File: src/rtl/demux_pkg.sv
// demux_pkg: shared types for the 8-bit demux router
package demux_pkg;
   localparam int DATA_W = 8;
   typedef enum logic [1:0] {LANE_EMPTY, LANE_PARTIAL, LANE_FULL} lane_state_e;
   typedef logic [DATA_W-1:0] byte_t;
endpackage

File: src/rtl/demux_lane_fifo.sv
// demux_lane_fifo: one output lane's byte buffer with its routed-byte counter
module demux_lane_fifo
   import demux_pkg::*;
#(
   parameter int DEPTH = 2,
   parameter int CNT_W = 8
) (
   input  logic             clk,
   input  logic             reset,
   input  logic             push,
   input  byte_t            din,
   input  logic             pop,
   output byte_t            dout,
   output logic             valid,
   output logic             full,
   output logic [CNT_W-1:0] route_cnt
);
   localparam int AW = $clog2(DEPTH);
   localparam int CW = AW + 1;
   byte_t       mem [DEPTH];
   logic [AW-1:0] rd_ptr, wr_ptr;
   logic [CW-1:0] count;
   lane_state_e state;
   always_comb begin
      state = count == '0 ? LANE_EMPTY : count == CW'(DEPTH) ? LANE_FULL : LANE_PARTIAL;
      valid = state != LANE_EMPTY;
      full  = state == LANE_FULL;
      dout  = mem[rd_ptr];
   end
   // push and pop arrive already qualified by full/valid from the router
   always_ff @(posedge clk) begin
      if (reset) begin
         for (int i = 0; i < DEPTH; i++) mem[i] <= '0;
         rd_ptr    <= '0;
         wr_ptr    <= '0;
         count     <= '0;
         route_cnt <= '0;
      end else begin
         if (push) begin
            mem[wr_ptr] <= din;
            wr_ptr      <= wr_ptr + AW'(1);
            route_cnt   <= route_cnt + CNT_W'(1);
         end
         if (pop) rd_ptr <= rd_ptr + AW'(1);
         count <= count + CW'(push) - CW'(pop);
      end
   end
endmodule

File: src/rtl/eight_bit_demux_router.sv
// eight_bit_demux_router: steers one byte stream into two independently buffered lanes
module eight_bit_demux_router
   import demux_pkg::*;
#(
   parameter int DEPTH = 2,
   parameter int CNT_W = 8
) (
   input  logic             clk,
   input  logic             reset,
   input  byte_t            In_Data,
   input  logic             In_SEL,
   input  logic             In_Valid,
   output logic             In_Ready,
   output byte_t            DEMUX_Out_0,
   output logic             Out_Valid_0,
   input  logic             Out_Ready_0,
   output byte_t            DEMUX_Out_1,
   output logic             Out_Valid_1,
   input  logic             Out_Ready_1,
   output logic [CNT_W-1:0] Route_Cnt_0,
   output logic [CNT_W-1:0] Route_Cnt_1
);
   logic full_0, full_1, push, push_0, push_1, pop_0, pop_1;
   // ready depends only on the selected lane's registered fullness, never on consumers
   always_comb begin
      In_Ready = In_SEL ? ~full_1 : ~full_0;
      push     = In_Valid & In_Ready;
      push_0   = push & ~In_SEL;
      push_1   = push & In_SEL;
      pop_0    = Out_Valid_0 & Out_Ready_0;
      pop_1    = Out_Valid_1 & Out_Ready_1;
   end
   demux_lane_fifo #(.DEPTH(DEPTH), .CNT_W(CNT_W)) u_lane_0 (
      .clk       (clk),
      .reset     (reset),
      .push      (push_0),
      .din       (In_Data),
      .pop       (pop_0),
      .dout      (DEMUX_Out_0),
      .valid     (Out_Valid_0),
      .full      (full_0),
      .route_cnt (Route_Cnt_0)
   );
   demux_lane_fifo #(.DEPTH(DEPTH), .CNT_W(CNT_W)) u_lane_1 (
      .clk       (clk),
      .reset     (reset),
      .push      (push_1),
      .din       (In_Data),
      .pop       (pop_1),
      .dout      (DEMUX_Out_1),
      .valid     (Out_Valid_1),
      .full      (full_1),
      .route_cnt (Route_Cnt_1)
   );
endmodule
File: config.mk
export PLATFORM = sky130hd
export DESIGN_NAME = eight_bit_demux_router
export DESIGN_NICKNAME = d
export VERILOG_FILES = /design/src/rtl/demux_pkg.sv /design/src/rtl/demux_lane_fifo.sv /design/src/rtl/eight_bit_demux_router.sv
export SDC_FILE = /design/constraint.sdc
export NUM_CORES = 1
export LEC_CHECK = 0
export ABC_CLOCK_PERIOD_IN_PS = 1800
export CORE_ASPECT_RATIO = 0.6
export CORE_UTILIZATION = 24
export CTS_CLUSTER_DIAMETER = 120
export DETAILED_ROUTE_END_ITERATION = 16
export GPL_TIMING_DRIVEN = 0
export MAX_ROUTING_LAYER = met4
export PLACE_DENSITY = 0.51
export SYNTH_ARGS = -nofsm -noshare
export SYNTH_HDL_FRONTEND = slang
export SYNTH_HIERARCHICAL = 1
export SYNTH_SLANG_ARGS = --single-unit
File: constraint.sdc
create_clock -name clk -period 1.8 [get_ports clk]
set_input_delay 0.45 -clock clk [delete_from_list [all_inputs] [get_ports clk]]
set_output_delay 0.45 -clock clk [all_outputs]
set_load 0.05 [all_outputs]
==> impl_metrics.ini <==
[status]
run_status = finished clean

[floorplan]
fp.dieH_um = 82.1
ios = 49
die_w_um = 136
dieArea_mm2 = 0.0111
rows = 28
core_mm2 = 0.0101
initial_core_util_pct = 25.4

[yosys]
synthMuxAreaShare_pct = 8.18
synth_top_area_cell = edfxtp_1
yosysWarnings = 6
synth_compound_gate_area_share_pct = 2.92
ys_seq_elements = 58
yosys.area_share.simple_pct = 20.2
synth_nets = 233
yosysTopAreaCellShare_pct = 37.4
synth_area_leaders = edfxtp_1 (37%), dfxtp_1 (20%), and2_1 (8.3%), mux2_2 (7.0%), ha_1 (2.9%)
synthXorXnorAreaFrac_pct = 5.46
syn_area_per_cell_um2 = 12.1
ys_seq_area_share_pct = 57.7
ys_types = 26
syn-cell-area_mm2 = 0.00257
synth_top_family_by_area = simple AND/OR/NAND/NOR gates
synthAdderAreaFrac_pct = 2.92
syn-instance-count = 213

[timing]
relSlewSlack_pct = 62.5
timing.final.crit_share_pct = 98.7
final-setup-viol-count = 0
final.setup_skew_ps = 5.10
layout_min_cycle_time_ps = 1780
grt_setup_unrepaired = true
slew_viol_final = 0
clock.fmax_mhz = 563
worst_pin_slew_ps = 562
timing.setup.tns_ps = 0
hold_viol = 0

[cts]
cts_root_buf = clkbuf_16
clk_pin_slew_worst_paths_ps = 50
cts.sink_count = 58
clockBufferDepth = 2
cts_tree = yes
cts_max_level = 3
clock_latency_ps = 330
cts_hold_buf = 0
numCtsBuffers = 9

[global_routing]
grt_pass1_wl_um = 8820
grt.total_usage_pct = 11.4
grt_pass1_vias = 1697
antenna_found_initial = 0
grt_max_degree = 12
grt_overflow = 0

[layout]
final_cell_area_mm2 = 0.00358
multiInputGateArea_mm2 = 0.00109
insertedDiodeCount = 0
finalNonFillerCells = 415
fill_cells = 1010
drive_gt1_share_pct = 30.0
area_growth_pct = 39.4
fin_util_pct = 35.4
nets = 295
regArea_mm2 = 0.00149

[drt]
wl_met3_um = 287
viasPerCell = 4.11
drt_first_pass_iters = 4
drc_errors = 0
dr_wl_met2_um = 2280
highest_layer = met4
wirelength_um = 5510
drtAntennaViolNets = 0
drt_iter0_markers = 78
drt-met1-wl_um = 2840
wl_per_cell_um = 13.3
via_count = 1707

[setup_path]
end_kind = output pin
crit_chain = mux2_2, buf_2
path_buf_inv = 1
crit_fanout = 8
cp-start-kind = flop
cpPeakStageDelay_ps = 410
crit_required_ps = 1350
crit_arrival_ps = 1330
worstSetupPathType = reg2out
crit_path_top_delay_cell = dfxtp_4
crit_family = flip-flops

[power_and_ir_drop]
ir_drop_mv = 0.528
p_leak_nw = 1.47
pwr-share-clk_pct = 39.4
p_sw_share_pct = 30.6
comb_power_share_pct = 26.5
p_per_area_mw_per_mm2 = 1380
pwr-share-seq_pct = 34.1
p_switching_mw = 1.51
internal_power_mw = 3.42

[place]
dp_hpwl_um = 3670
dp_cells = 395
dpl_cell_area_mm2 = 0.00321
place.gp.congestion = 0.744
place.port_buffers = 47

[run]
max_cap_viol_count = 0

[hold_path]
hold_class = reg2reg
## synth_stat cells
cell / instances
and3b_1: 1
and2_1: 34
nor2b_1: 4
buf_1: 2
clkbuf_1: 4
or3_1: 6
dfxtp_1: 26
or2_2: 4
ha_1: 6
buf_6: 2
edfxtp_1: 32
xnor2_1: 8
nor3b_1: 1
nand2_1: 4
xor2_1: 8
nand4_2: 2
mux2i_1: 3
nand4_1: 4
inv_1: 6
nor3b_2: 4
a21o_1: 2
nor2_1: 18
a21oi_1: 6
mux2_2: 16
nand3_1: 4
o21ai_0: 6
## final timing paths
check | endpoint | start | slack [ps] | depth (start not counted)
setup / recovery | DEMUX_Out_0[7] | flop | 20 | 2
hold / removal | u_lane_1/route_cnt[7] | u_lane_1/route_cnt[7] | 480 | 2
setup reg to reg | u_lane_0/count[1] | u_lane_0/count[0] | 80 | 8
hold reg to reg | u_lane_1/route_cnt[7] | u_lane_1/route_cnt[7] | 480 | 2
## cell families (layout without fill, tap and decap cells)
family | count (synthesis) | count (layout)
AND/OR/NAND/NOR | 86 | 86
buffers and inverters | 14 | 81
multiplexers | 19 | 19
flip-flops | 58 | 58
XOR/XNOR | 16 | 16
AO/OA/AOI/OAI | 14 | 14
adder cells (fa/ha/maj) | 6 | 6
## through the flow
stage               hold WS, ps  setup WS [ps]  power, mW
floorplan                   481           46.1       2.62
detailed placement          480           -830       3.01
global route                521          -28.3       5.18
global placement            472           -848       3.00
CTS                         486           -223       4.92
finish                      484           22.9       4.93
## placed cells by master (no fill, tap or decap), drive strengths merged, types with 11 or more instances in the layout
cell	instances
edfxtp	32
buf	27
dlygate4sd2	11
clkbuf	15
and2	34
dfxtp	26
clkdlybuf4s50	11
mux2	16
nor2	18
## layout make-up
cell class,count,area share (%)
Sequential cell,58,41.7
Multi-Input combinational cell,141,30.6
Timing Repair Buffer,53,11.8
Clock buffer,9,6.29
Tap cell,135,4.72
Clock inverter,7,3.25
Buffer,6,1.05
Inverter,6,0.629
## worst reg2reg max path: cells and delay by family, from the launching register on
family / cells / cell delay (ps)
AND/OR/NAND/NOR: 3 / 440
adder cells (fa/ha/maj): 2 / 430
buffers and inverters: 1 / 40
flip-flops: 1 / 320
XOR/XNOR: 2 / 360
## registers in the layout, indices dropped and copies added (netlist names), named ones only
register,cells
u_lane_1/rd_ptr,1
u_lane_0/route_cnt,8
u_lane_0/count,2
u_lane_1/route_cnt,8
u_lane_0/rd_ptr,1
u_lane_1/count,2
u_lane_1/wr_ptr,1
u_lane_0/wr_ptr,1
u_lane_1/mem,16
u_lane_0/mem,16
## what timing repair did
| action | 4_1_cts | 5_1_grt |
|---|---|---|
| hold endpoints to repair | 0 | 0 |
| pin swaps | 0 | 5 |
| endpoints found under the setup margin | 87 | 44 |
| setup buffers | 2 | 4 |
| gates resized for setup | 114 | 38 |
## routing by layer
metal / vias to the layer above / GRT usage, %
met2: 34 / 16.0
met5: - / -
met1: 801 / 14.2
li1: 863 / -
met4: 0 / 6.07
met3: 9 / 4.33
## power groups by stage
stage / combinational [mW] / clock (mW) / sequential (mW)
floorplan: 0.954 / 0 / 1.66
global placement: 1.36 / 0 / 1.64
detailed placement: 1.37 / 0 / 1.64
CTS: 1.23 / 2.01 / 1.68
global route: 1.41 / 2.07 / 1.71
finish: 1.31 / 1.95 / 1.68
No activity file was read; power rests on OpenSTA's default activity.
